==> config.mk <==
export PLATFORM = sky130hd
export DESIGN_NAME = mod_demodulator_flat
export DESIGN_NICKNAME = d
export VERILOG_FILES = /design/src/rtl/mod_demodulator_pkg.sv /design/src/rtl/mod_demodulator_if.sv /design/src/rtl/mod_demodulator_sync_edge.sv /design/src/rtl/mod_demodulator.sv /design/src/flat_wrapper.sv
export SDC_FILE = /design/constraint.sdc
export NUM_CORES = 1
export LEC_CHECK = 0
export CAP_MARGIN = 20
export CORE_MARGIN = 1
export CORE_UTILIZATION = 50
export CTS_CLUSTER_SIZE = 28
export DETAILED_ROUTE_END_ITERATION = 8
export HOLD_SLACK_MARGIN = 0.12
export PLACE_DENSITY_LB_ADDON = 0.3
export SYNTH_ARGS = -nofsm -noshare
export SYNTH_HDL_FRONTEND = slang
export SYNTH_HIERARCHICAL = 1
export SYNTH_SLANG_ARGS = --single-unit
==> constraint.sdc <==
create_clock -name clk -period 3.8 [get_ports clk]
set_input_delay 1.14 -clock clk [delete_from_list [all_inputs] [get_ports clk]]
set_output_delay 1.14 -clock clk [all_outputs]
set_load 0.01 [all_outputs]
==> src/rtl/mod_demodulator_pkg.sv <==
// Shared types and constants for the modulation demodulator.
package mod_demodulator_pkg;

  typedef enum logic [1:0] {
    S_IDLE,
    S_SYNC,
    S_MEASURE,
    S_LOCKED
  } state_t;

  localparam int   MOD_PRESCALE   = 4;
  localparam logic MOD_IDLE_LEVEL = 1'b1;

  function automatic int unsigned abs_diff(input int unsigned a, input int unsigned b);
    return (a > b) ? (a - b) : (b - a);
  endfunction

endpackage

==> src/rtl/mod_demodulator_if.sv <==
// Demodulator signal bundle: slave is the demodulator, master is whoever drives mod_in and reads status.
interface mod_demodulator_if #(
  parameter int CNT_W = 16
);
  logic             mod_in;
  logic [CNT_W-1:0] meas_cycles;
  logic [15:0]      meas_half_period;
  logic             meas_valid;
  logic             mod_locked;
  logic             mod_idle;
  logic             duty_err;

  modport master (
    output mod_in,
    input  meas_cycles, meas_half_period, meas_valid, mod_locked, mod_idle, duty_err
  );

  modport slave (
    input  mod_in,
    output meas_cycles, meas_half_period, meas_valid, mod_locked, mod_idle, duty_err
  );
endinterface

==> src/rtl/mod_demodulator_sync_edge.sv <==
// Input synchronizer (preset to idle level) with registered edge strobe and current synchronized level.
module mod_demodulator_sync_edge
  import mod_demodulator_pkg::*;
#(
  parameter int SYNC_STAGES = 2
) (
  input  logic clk,
  input  logic rst,
  input  logic din_i,
  output logic edge_o,
  output logic level_o
);

  logic [SYNC_STAGES-1:0] sync_q;
  logic                   lvl_q;
  logic                   edge_q;

  // lvl_q takes the new level in the same cycle edge_q fires, so level_o is the post-edge level
  always_ff @(posedge clk) begin
    if (rst) begin
      sync_q <= {SYNC_STAGES{MOD_IDLE_LEVEL}};
      lvl_q  <= MOD_IDLE_LEVEL;
      edge_q <= 1'b0;
    end else begin
      sync_q <= {sync_q[SYNC_STAGES-2:0], din_i};
      lvl_q  <= sync_q[SYNC_STAGES-1];
      edge_q <= sync_q[SYNC_STAGES-1] ^ lvl_q;
    end
  end

  assign edge_o  = edge_q;
  assign level_o = lvl_q;

endmodule

==> src/rtl/mod_demodulator.sv <==
// Square-wave envelope demodulator: measures mod_in half-period, reports it with lock/idle status.
// Defining MOD_DUTY_CHECK_EN adds separate high/low interval tracking driving duty_err.
module mod_demodulator
  import mod_demodulator_pkg::*;
#(
  parameter int CNT_W       = 16,
  parameter int PRESCALE    = MOD_PRESCALE,
  parameter int SYNC_STAGES = 2,
  parameter int LOCK_COUNT  = 4,
  parameter int TOL         = 1,
  parameter int TIMEOUT     = 256
) (
  input logic              clk,
  input logic              rst,
  mod_demodulator_if.slave bus
);

  localparam int               SH        = $clog2(PRESCALE);
  localparam int               MW        = $clog2(LOCK_COUNT + 1);
  localparam logic [CNT_W-1:0] CNT_MAX   = '1;
  localparam logic [CNT_W-1:0] TIMEOUT_C = CNT_W'(TIMEOUT);
  localparam logic [MW-1:0]    LOCK_C    = MW'(LOCK_COUNT);

  logic edge_det;
  logic level;

  mod_demodulator_sync_edge #(
    .SYNC_STAGES(SYNC_STAGES)
  ) u_sync_edge (
    .clk    (clk),
    .rst    (rst),
    .din_i  (bus.mod_in),
    .edge_o (edge_det),
    .level_o(level)
  );

  state_t           state_q, state_d;
  logic [CNT_W-1:0] cnt_q, cnt_d;
  logic [CNT_W-1:0] lprev_q, lprev_d;
  logic [CNT_W-1:0] meas_cycles_q, meas_cycles_d;
  logic [15:0]      hp_q, hp_d;
  logic             valid_q, valid_d;
  logic             locked_q, locked_d;
  logic             idle_q, idle_d;
  logic [MW-1:0]    match_q, match_d;
  logic [MW-1:0]    match_inc;
  logic             duty_clr;

  // Rounded division by PRESCALE, widened so the rounding add cannot wrap
  logic [CNT_W:0] rnd_sum;
  logic [CNT_W:0] rnd_quo;
  logic [32:0]    quo_w;
  logic [15:0]    hp_calc;
  logic           in_tol;
  logic           timeout;

  assign rnd_sum   = {1'b0, cnt_q} + (CNT_W+1)'(PRESCALE / 2);
  assign rnd_quo   = rnd_sum >> SH;
  assign quo_w     = 33'(rnd_quo);
  assign hp_calc   = (quo_w > 33'h0FFFF) ? 16'hFFFF : quo_w[15:0];
  assign in_tol    = abs_diff(32'(cnt_q), 32'(lprev_q)) <= 32'(TOL);
  assign timeout   = (cnt_q == TIMEOUT_C) && (state_q != S_IDLE);
  assign match_inc = match_q + MW'(1);

  // Counter holds cycles since the last edge, so at the next edge it equals the interval length
  always_comb begin
    cnt_d = cnt_q;
    if (edge_det) begin
      cnt_d = CNT_W'(1);
    end else if (cnt_q != CNT_MAX) begin
      cnt_d = cnt_q + CNT_W'(1);
    end
  end

  always_comb begin
    state_d       = state_q;
    lprev_d       = lprev_q;
    meas_cycles_d = meas_cycles_q;
    hp_d          = hp_q;
    valid_d       = 1'b0;
    locked_d      = locked_q;
    idle_d        = idle_q;
    match_d       = match_q;
    duty_clr      = 1'b0;
    if (edge_det && timeout) begin
      // An edge landing on the timeout cycle restarts acquisition as if from idle
      state_d  = S_SYNC;
      locked_d = 1'b0;
      match_d  = '0;
      duty_clr = 1'b1;
    end else if (state_q == S_IDLE) begin
      if (edge_det) begin
        state_d = S_SYNC;
        idle_d  = 1'b0;
      end
    end else if (edge_det) begin
      valid_d       = 1'b1;
      meas_cycles_d = cnt_q;
      hp_d          = hp_calc;
      lprev_d       = cnt_q;
      case (state_q)
        S_SYNC: begin
          state_d = S_MEASURE;
          match_d = MW'(1);
        end
        S_MEASURE: begin
          if (in_tol) begin
            match_d = match_inc;
            if (match_inc == LOCK_C) begin
              state_d  = S_LOCKED;
              locked_d = 1'b1;
            end
          end else begin
            match_d = MW'(1);
          end
        end
        S_LOCKED: begin
          if (!in_tol) begin
            state_d  = S_MEASURE;
            match_d  = MW'(1);
            locked_d = 1'b0;
          end
        end
        default: state_d = S_IDLE;
      endcase
    end else if (timeout) begin
      state_d  = S_IDLE;
      idle_d   = 1'b1;
      locked_d = 1'b0;
      match_d  = '0;
      duty_clr = 1'b1;
    end
  end

  always_ff @(posedge clk) begin
    if (rst) begin
      state_q       <= S_IDLE;
      cnt_q         <= '0;
      lprev_q       <= '0;
      meas_cycles_q <= '0;
      hp_q          <= '0;
      valid_q       <= 1'b0;
      locked_q      <= 1'b0;
      idle_q        <= 1'b1;
      match_q       <= '0;
    end else begin
      state_q       <= state_d;
      cnt_q         <= cnt_d;
      lprev_q       <= lprev_d;
      meas_cycles_q <= meas_cycles_d;
      hp_q          <= hp_d;
      valid_q       <= valid_d;
      locked_q      <= locked_d;
      idle_q        <= idle_d;
      match_q       <= match_d;
    end
  end

  assign bus.meas_cycles      = meas_cycles_q;
  assign bus.meas_half_period = hp_q;
  assign bus.meas_valid       = valid_q;
  assign bus.mod_locked       = locked_q;
  assign bus.mod_idle         = idle_q;

`ifdef MOD_DUTY_CHECK_EN
  logic [CNT_W-1:0] high_q, high_d;
  logic [CNT_W-1:0] low_q, low_d;
  logic             have_h_q, have_h_d;
  logic             have_l_q, have_l_d;
  logic             duty_q, duty_d;

  // level is the post-edge level, so the interval just closed had the opposite level
  always_comb begin
    high_d   = high_q;
    low_d    = low_q;
    have_h_d = have_h_q;
    have_l_d = have_l_q;
    duty_d   = duty_q;
    if (duty_clr) begin
      have_h_d = 1'b0;
      have_l_d = 1'b0;
      duty_d   = 1'b0;
    end else if (valid_d) begin
      if (!level) begin
        high_d   = cnt_q;
        have_h_d = 1'b1;
      end else begin
        low_d    = cnt_q;
        have_l_d = 1'b1;
      end
      if (have_h_d && have_l_d) begin
        duty_d = abs_diff(32'(high_d), 32'(low_d)) > 32'(TOL);
      end
    end
  end

  always_ff @(posedge clk) begin
    if (rst) begin
      high_q   <= '0;
      low_q    <= '0;
      have_h_q <= 1'b0;
      have_l_q <= 1'b0;
      duty_q   <= 1'b0;
    end else begin
      high_q   <= high_d;
      low_q    <= low_d;
      have_h_q <= have_h_d;
      have_l_q <= have_l_d;
      duty_q   <= duty_d;
    end
  end

  assign bus.duty_err = duty_q;
`else
  logic unused_level;
  logic unused_duty_clr;
  assign unused_level    = level;
  assign unused_duty_clr = duty_clr;
  assign bus.duty_err    = 1'b0;
`endif

endmodule

==> src/flat_wrapper.sv <==
// flat-port wrapper written by rule: the top's interface ports become plain ports
module mod_demodulator_flat import mod_demodulator_pkg::*;
#(
  parameter int CNT_W       = 16,
  parameter int PRESCALE    = MOD_PRESCALE,
  parameter int SYNC_STAGES = 2,
  parameter int LOCK_COUNT  = 4,
  parameter int TOL         = 1,
  parameter int TIMEOUT     = 256
)
  (clk, rst, bus_mod_in, bus_meas_cycles, bus_meas_half_period, bus_meas_valid, bus_mod_locked, bus_mod_idle, bus_duty_err);
  mod_demodulator_if #(.CNT_W(CNT_W)) bus_i ();
  input logic clk;
  input logic rst;
  input wire logic [$bits(bus_i.mod_in)-1:0] bus_mod_in;
  output wire logic [$bits(bus_i.meas_cycles)-1:0] bus_meas_cycles;
  output wire logic [$bits(bus_i.meas_half_period)-1:0] bus_meas_half_period;
  output wire logic [$bits(bus_i.meas_valid)-1:0] bus_meas_valid;
  output wire logic [$bits(bus_i.mod_locked)-1:0] bus_mod_locked;
  output wire logic [$bits(bus_i.mod_idle)-1:0] bus_mod_idle;
  output wire logic [$bits(bus_i.duty_err)-1:0] bus_duty_err;
  assign bus_i.mod_in = bus_mod_in;
  assign bus_meas_cycles = bus_i.meas_cycles;
  assign bus_meas_half_period = bus_i.meas_half_period;
  assign bus_meas_valid = bus_i.meas_valid;
  assign bus_mod_locked = bus_i.mod_locked;
  assign bus_mod_idle = bus_i.mod_idle;
  assign bus_duty_err = bus_i.duty_err;
  mod_demodulator #(.CNT_W(CNT_W), .PRESCALE(PRESCALE), .SYNC_STAGES(SYNC_STAGES), .LOCK_COUNT(LOCK_COUNT), .TOL(TOL), .TIMEOUT(TIMEOUT)) u_core (.clk(clk), .rst(rst), .bus(bus_i));
endmodule
After elaboration in Yosys (flattened, before gate mapping)
Cells that the tools add are included.
{"block": "classes", "n_lt_le_gt_ge": 3, "bitwise": 3, "muxes": 29, "n_eq_ne": 20, "n_reduce_logical": 16, "addsub": 5}
{"operator": "subtractor 16 x 16 -> 17 bit", "n": 2}
{"operator": "<= comparator 32 x 1 -> 1 bit (second input constant)", "n": 1}
{"operator": "2-to-1 mux 32 bit", "n": 1}
{"operator": "adder 16 x 2 -> 17 bit (second input constant)", "n": 1}
{"operator": "adder 16 x 1 -> 16 bit (second input constant)", "n": 1}
{"operator": "equality test 16 x 9 -> 1 bit (second input constant)", "n": 1}
{"operator": "> comparator 15 x 16 -> 1 bit (second input constant)", "n": 1}
{"operator": "> comparator 16 bit", "n": 1}
{"operator": "2-to-1 mux 16 bit", "n": 1}
{"operator": "!= test 16 bit (second input constant)", "n": 1}
{"operator": "2-to-1 mux 2 bit", "n": 7}
{"operator": "2-to-1 mux 1 bit", "n": 13}
{"operator": "2-to-1 mux 3 bit", "n": 4}
{"operator": "!= test 5 x 2 -> 1 bit (second input constant)", "n": 2}
{"operator": "AND reduction 5 bit", "n": 2}
{"operator": "!= test 3 x 2 -> 1 bit (second input constant)", "n": 3}
{"operator": "one-hot mux 3 bit (3 select lines)", "n": 1}
{"operator": "!= test 4 x 2 -> 1 bit (second input constant)", "n": 2}
{"operator": "AND reduction 4 bit", "n": 2}
{"operator": "one-hot mux 2 bit (3 select lines)", "n": 1}
{"operator": "AND reduction 6 bit", "n": 1}
{"operator": "nonzero test 2 bit", "n": 3}
{"operator": "!= test 5 bit (second input constant)", "n": 1}
{"operator": "equality test 2 bit (second input constant)", "n": 2}
{"operator": "18 further kinds", "n": 21}
{"block": "totals", "input_bits": 3, "register_bits": 60, "out_inout_bits": 36, "word_cells": 89}

Logic depth before layout (Yosys ltp)
Gate-level depths: netlist of run 1.
{"block": "depth", "word_depth": 8, "mapped_depth": 14, "mapped_depth_nobuf": 14}

Cells and area by module
The synthesis of run 1 kept the hierarchy.
{"module": "mod_demodulator", "n_inst": 1, "cells_per_inst": 611, "area_each_um2": 4511.8, "seq_area_each_um2": 1101.1}
{"module": "mod_demodulator_sync_edge", "n_inst": 1, "cells_per_inst": 9, "area_each_um2": 111.4, "seq_area_each_um2": 80.1}

Worst setup path after synthesis of run 1
No wires, ideal clock.
{"block": "synth_path", "path_kind": "register to register", "start": "register u_core/bus.meas_cycles[0] (netlist name)", "end": "register u_core.match_q[0]", "setup_time_ns": 0.134, "stages_incl_launch_ff": 15, "setup_slack_ns": 0.579, "required_ns": 3.666, "synth_period_minus_slack_ns": 3.221, "path_buffers": 0, "t_arrival_ns": 3.087, "cell_sequence": "dfxtp_1 -> inv_1 -> ha_1 -> inv_1 -> fa_1 -> a21o_1 -> a22oi_1 -> mux2_4 -> nor4_2 -> o2111a_1 -> nor4b_2 -> o21ai_1 -> a2111oi_4 -> o21a_1 -> o22ai_1"}
{"element": "to (signal assigned)", "line_no": "mod_demodulator.sv:155", "rtl": "match_q <= match_d;"}
{"element": "to (decl)", "line_no": "mod_demodulator.sv:45", "rtl": "logic [MW-1:0] match_q, match_d;"}

Final worst setup path of run 1
{"block": "layout_path", "start": "register u_core.cnt_q[2]", "end": "register u_core.match_q[0]"}
{"block": "layout_via", "elab_chain_cells": 6, "word_cells_on_any_way": 15, "cone_classes": "add/sub (2); order compare (2); eq/ne (2); mux (4); reduce/logical (5)"}
{"element": "from (decl)", "line_no": "mod_demodulator.sv:38", "rtl": "logic [CNT_W-1:0] cnt_q, cnt_d;"}
{"element": "from (signal assigned)", "line_no": "mod_demodulator.sv:148", "rtl": "cnt_q <= cnt_d;"}
{"element": "subtractor 16 x 16 -> 17 bit or > comparator 16 bit (tied branches)", "line_no": "mod_demodulator_pkg.sv:15", "rtl": "return (a > b) ? (a - b) : (b - a);"}
{"element": "2-to-1 mux 32 bit", "line_no": "mod_demodulator_pkg.sv:15"}
{"element": "<= comparator 32 x 1 -> 1 bit", "line_no": "mod_demodulator.sv:61", "rtl": "assign in_tol = abs_diff(32'(cnt_q), 32'(lprev_q)) <= 32'(TOL);"}
{"element": "2-to-1 mux 3 bit", "line_no": "mod_demodulator.sv:107", "rtl": "if (in_tol) begin"}
{"element": "one-hot mux 3 bit (3 select lines)", "line_no": "mod_demodulator.sv:101", "rtl": "case (state_q)"}
{"element": "2-to-1 mux 3 bit", "line_no": "mod_demodulator.sv:96", "rtl": "end else if (edge_det) begin"}
Parallel ways exist; a longest one is shown, timed or not.
A chain may end at the register's enable or synchronous reset.

==> out/metrics.yaml, run 1 <==
crit_path_start_kind: "register"
cts_root_buffer: "clkbuf_8"
drtIter0Drc: 278
globalplace.congestion: 0.956
yosysTopAreaCell: "dfxtp_1"
async_flop_share_pct: 0
syn_area_per_cell_sq_um: 7.46
path_clk_slew_ns: 0.07
synth_top_area_share_pct: 25.5
fin_tns_setup_ns: 0
post_dp_cell_area_sq_um: 5030
r2r-end: "u_core/match_q[0]"
yosys_warnings: 6
required_ns: 4.02
dp.cells: 739
num_vias: 4585
period_share_pct: 93.6
n_antenna_cell: 0
p_per_area_nw_per_um2: 299
hold_ws_ns: 0.411
final_antenna_net_count: 0
critical_path.endpoint: "u_core/match_q[0]"
rr_worst_depth: 11
rsz0062_at_grt: "false"
first_pass_iters: 7
clock_sinks: 59
peakVddDrop_uv: 154
p_leak_nw: 2.02
synth_cells: 620
grt_max_degree: 44
cts_hold_buf: 0
max_slew_margin_pct: 45.8
worst_pin_slew_ns: 0.793
num_rows: 34
drc: 1
drive_gt1_share_pct: 6.66
hold_class: "register to register"
cts_buffers: 9
fmax_mhz: 281
drv_cap: 0
core_area_sq_um: 8850
fin_area_sq_um: 5260
synth_ff_type: "dfxtp_1"
syn2layout_area_growth_pct: 13.9
grt_pass1_vias: 4302
worstSkewPairLatency_ns: 0.34
slew_violations: 0
end_kind: "register"
initial_core_util_pct: 52.2
violations: "design-rule violations"
routed_via_density: 6.08
rr_startpoint: "u_core/cnt_q[2]"
synth_most_common_cell: "nand2_1"
criticalPathCategory: "register to register"
die_area_sq_um: 9640
htreeDepth: 3
grt_pass1_wl_microns: 20800
die_h_microns: 98.2
outcome: "finished, violations left"
place_hpwl_microns: 9570
fin_skew_ns: 0.00792
grt-ovfl-total: 0
ys_seq_area_share_pct: 25.5
ys_seq_elements: 59
cp_max_fo: 14
rrSetupSlack_ns: 0.24
track_usage_pct: 26.7
synthTopCellsByArea: "dfxtp_1 (26%), ha_1 (10%), a21oi_1 (6.8%)"
fin_cells: 754
antenna_found_initial: 0
cp-startpoint: "u_core/cnt_q[2]"
finalHoldViolations: 0
cts_tree: "built"
wl_microns: 12800
synth-edff-count: 0
yosysUniqueCellTypes: 67
wl_per_cell_microns: 17.0
fin_nets: 684
setup_viol: 0
period_needed_ns: 3.56
syn_area_sq_um: 4620
die_w_microns: 98.2
ys_top_cells_by_count: "nand2_1 (69), nor2_1 (64), a21oi_1 (63)"
cp.arrival_ns: 3.77
hold_start: "u_core/u_sync_edge/sync_q[0]"
io_pins: 39
io_buffers: 36
clockBufferDepth: 2
[what timing repair did]
| action | in CTS | in global routing |
|---|---|---|
| gates resized for setup | 0 | 3 |
| endpoints found under the setup margin | 0 | 4 |
| setup buffers | 0 | 0 |
[worst min path at each step]
stage,slack (ns),endpoint,cells after the start
global placement,0.39,u_core/u_sync_edge/sync_q[1],1
CTS,0.41,u_core/u_sync_edge/sync_q[1],1
finish,0.41,u_core/u_sync_edge/sync_q[1],1
floorplan,0.39,u_core/u_sync_edge/sync_q[1],1
global route,0.44,u_core/u_sync_edge/sync_q[1],1
detailed placement,0.39,u_core/u_sync_edge/sync_q[1],1
[layout by cell type (no fill, tap or decap), types with 8 or more instances in the layout]
cell type,count
nand2_1,69
nor2_1,63
a21oi_1,63
dfxtp_1,58
inv_1,41
ha_1,37
clkdlybuf4s50_1,36
xnor2_1,36
o21ai_0,22
nand3_1,16
a211oi_1,16
nor3_1,13
nand4_1,13
nor2b_1,12
buf_4,12
clkbuf_8,11
a21o_1,10
nor4_1,8
[registers in the layout (all words and copies together), names as in the netlist]
name and cells:
u_core/bus.meas_valid 1, u_core/state_q 2, u_core/bus.mod_idle 1, u_core/u_sync_edge/sync_q 2, u_core/bus.meas_cycles 16, u_core/cnt_q 16
u_core/bus.meas_half_period 15, u_core/match_q 3, u_core/bus.mod_locked 1, u_core/u_sync_edge/edge_o 1, u_core/u_sync_edge/level_o 1
[metrics by stage]
| stage | utilization (%) | power, mW | setup WS (ns) |
|---|---|---|---|
| after CTS | 59.3 | 1.58 | 0.154 |
| after global routing | 59.5 | 1.64 | 0.0414 |
| after global placement | 56.8 | 0.907 | 0.272 |
| after floorplan | - | 0.853 | 0.579 |
| final | 59.5 | 1.58 | 0.243 |
| after detailed placement | 56.8 | 0.911 | 0.190 |
[area by class of cell]
| type | count | area (sq um) |
|---|---|---|
| flip-flops and latches | 59 | 1180 |
| repair buffers | 48 | 450 |
| multi-input cells | 483 | 3120 |
| clock inverters | 4 | 73.8 |
| inverters | 41 | 154 |
| well taps | 108 | 135 |
| fillers | 843 | 3580 |
| clock buffers | 11 | 151 |
[layer usage]
metal  part of all wire [%]  GRT usage (%)
met5                      0              0
met2                     45           42.1
met4                    3.9           13.5
met1                     46           34.9
met3                    5.4           5.01
[critical path, cell delays in order (launching register included)]
cell	delay (ns)
dfxtp_1	0.51
ha_1	0.45
a21o_1	0.26
a22oi_1	0.23
mux2_4	0.34
nor4_4	0.32
o2111a_1	0.23
nor4b_2	0.19
o21ai_1	0.14
a2111oi_4	0.50
o21a_1	0.19
o22ai_1	0.07
[power by group]
part	total [mW]	switching, mW	internal (mW)
Combinational	0.271	0.156	0.115
Clock	0.669	0.268	0.402
Sequential	0.636	0.0102	0.626
[cells by family after synthesis]
kind of cell / synth area share [%]
compound gates: 22.4
xor+xnor: 7.77
fa+ha+maj: 10.9
buf+inv: 7.42
flops: 25.5
mux: 1.00
other cells: 0.0811
simple gates: 25.0
(Power assumes the default switching activity.)
==> run 2: changes to the inputs <==
--- a/config.mk
+++ b/config.mk
@@ -10,9 +10,9 @@
 export CORE_UTILIZATION = 50
 export CTS_CLUSTER_SIZE = 28
 export DETAILED_ROUTE_END_ITERATION = 8
+export GPL_ROUTABILITY_DRIVEN = 0
 export HOLD_SLACK_MARGIN = 0.12
 export PLACE_DENSITY_LB_ADDON = 0.3
 export SYNTH_ARGS = -nofsm -noshare
 export SYNTH_HDL_FRONTEND = slang
-export SYNTH_HIERARCHICAL = 1
 export SYNTH_SLANG_ARGS = --single-unit
==> out/metrics.yaml, run 2 <==
fin_nets: 679
hold_class: "register to register"
final_antenna_net_count: 0
n_antenna_cell: 0
peakVddDrop_uv: 270
cp.arrival_ns: 3.88
clock_power_share_pct: 38.2
synth_most_common_cell: "nand2_1"
synth_ff_type: "dfxtp_1"
antenna_found_initial: 0
syn_area_per_cell_sq_um: 7.67
routed_via_density: 5.99
synth_adder_area_share_pct: 11.6
cts_root_buffer: "clkbuf_8"
synth-xor-area-share_pct: 7.68
place_hpwl_microns: 9440
cts_buffers: 9
syn_area_sq_um: 4680
final_cell_mix: "nand2_1 (64), nor2_1 (63), dfxtp_1 (58)"
core_area_sq_um: 8890
ys_seq_elements: 59
synth.mux.area_fraction_pct: 1.28
yosysUniqueCellTypes: 72
fin_tns_setup_ns: 0
worst_pin_slew_ns: 0.804
rsz0062_at_grt: "false"
yosysTopAreaCell: "dfxtp_1"
initial_core_util_pct: 52.6
period_needed_ns: 3.64
clockBufferDepth: 2
seq_power_share_pct: 44.3
drc: 0
wl_per_cell_microns: 17.0
num_rows: 34
yosys_warnings: 0
power_switching_mw: 0.392
grt_pass1_vias: 4140
die_area_sq_um: 9750
drtIter0Drc: 256
holdPathEnd: "u_core.u_sync_edge.sync_q[1]"
fill_cells: 799
outcome: "finished clean"
fin_area_sq_um: 5320
period_share_pct: 95.7
hold_depth: 1
cts_hold_buf: 0
die_w_microns: 98.7
track_usage_pct: 26.7
p_sw_share_pct: 27.1
htreeDepth: 3
slew_violations: 0
criticalPathCategory: "register to register"
synth-simple-area-share_pct: 23.4
fin_skew_ns: 0.0110
synth_top_family_by_area: "simple AND/OR/NAND/NOR gates"
ys_top_cells_by_count: "nand2_1 (64), nor2_1 (63), dfxtp_1 (59)"
intPower_mw: 1.05
setup_viol: 0
grt-ovfl-total: 0
io_pins: 39
finalHoldViolations: 0
ys_seq_area_share_pct: 25.2
max_slew_margin_pct: 46.3
first_pass_iters: 5
async_flop_share_pct: 0
syn2layout_area_growth_pct: 13.6
num_vias: 4460
fmax_mhz: 275
io_buffers: 36
synth_compound_area_share_pct: 23.0
grt_max_degree: 41
drive_gt1_share_pct: 8.79
end_kind: "register"
cp_max_fo: 7
synth_cells: 610
synthTopCellsByArea: "dfxtp_1 (25%), ha_1 (11%), xnor2_1 (6.6%)"
hold_start: "u_core.u_sync_edge.sync_q[0]"
wl_microns: 12600
grt_pass1_wl_microns: 20600
die_h_microns: 98.7
pwr-share-comb_pct: 17.5
synth_top_area_share_pct: 25.2
rr_worst_depth: 12
path_clk_slew_ns: 0.07
cts_tree: "built"
rrSetupSlack_ns: 0.16
crit_path_start_kind: "register"
clock_sinks: 59
p_per_area_nw_per_um2: 272
r2r-end: "u_core.state_q[0]"
drv_cap: 0
rr_startpoint: "u_core.cnt_q[1]"
layout_commonest_cell: "nand2_1"
p_leak_nw: 2.07
cp-startpoint: "u_core.cnt_q[1]"
required_ns: 4.04
post_dp_cell_area_sq_um: 5100
worstSkewPairLatency_ns: 0.34
synth-edff-count: 0
==> run 2: cell type report <==
| cell class | instances | area, sq um | area share, % |
|---|---|---|---|
| clock inverter | 3 | 40.0 | 0.753 |
| sequential | 59 | 1180 | 22.2 |
| timing repair buffer | 51 | 473 | 8.90 |
| inverter | 46 | 173 | 3.25 |
| multi-input combinational | 467 | 3170 | 59.7 |
| tap | 108 | 135 | 2.54 |
| clock buffer | 11 | 141 | 2.66 |
==> run 2: kinds of logic (layout without fill, tap and decap cells) <==
kind of cell / after synthesis / in the layout
and+or+nand+nor: 222 / 222
AOI/OAI and AO/OA: 154 / 154
DFF: 59 / 59
adders and majority gates: 42 / 42
buffers and inverters: 85 / 111
other: 1 / 2
muxes: 6 / 6
xor gates and xnor gates: 41 / 41
==> run 2: stage by stage <==
step           worst slack (ns)  std cells  hold WS, ns  total power [mW]  utilization, %
2_1_floorplan             0.530        611        0.389             0.844               -
3_3_place_gp              0.242        731        0.408             0.891            57.4
6_report                  0.162        745        0.418              1.44            59.8
3_5_place_dp             0.0839        731        0.402             0.896            57.4
5_1_grt                0.000453        745        0.439              1.50            59.8
4_1_cts                  0.0223        745        0.423              1.44            59.4
==> run 2: worst max path at each step <==
stage	end	cells after the start
after floorplan	u_core.state_q[0]	12
after global placement	u_core.state_q[0]	11
after detailed placement	u_core.state_q[0]	12
after CTS	u_core.state_q[0]	12
after global routing	u_core.state_q[0]	12
final	u_core.state_q[0]	12
==> run 2: layer usage <==
metal	track usage [%]	part of all wire (%)	vias up
li1	-	-	2193
met5	0	0	-
met1	36.5	47	2088
met4	9.41	2.0	0
met2	43.0	46	157
met3	3.90	5.9	22
==> run 2: critical path, stage by stage (launching register included) <==
cell and delay [ns]:
dfxtp_1 0.51, inv_1 0.18, fa_1 0.49, a21oi_1 0.19
nor3b_2 0.10, nor4_1 0.31, a221oi_1 0.16, a221o_1 0.30
nor4_2 0.35, o2111ai_4 0.24, o21ai_2 0.23, a31oi_1 0.12
a2111oi_2 0.36
==> run 2: timing repair <==
item | 4_1_cts | 5_1_grt
resized for setup | 0 | 11
endpoints found under the setup margin | 0 | 4
buffers inserted | 0 | 0
==> run 2: power groups by stage <==
stage          logic [mW]  registers [mW]  clock network [mW]
2_1_floorplan       0.192           0.652                   0
3_3_place_gp        0.238           0.653                   0
3_5_place_dp        0.242           0.653                   0
4_1_cts             0.245           0.640               0.557
5_1_grt             0.272           0.641               0.587
6_report            0.252           0.640               0.552
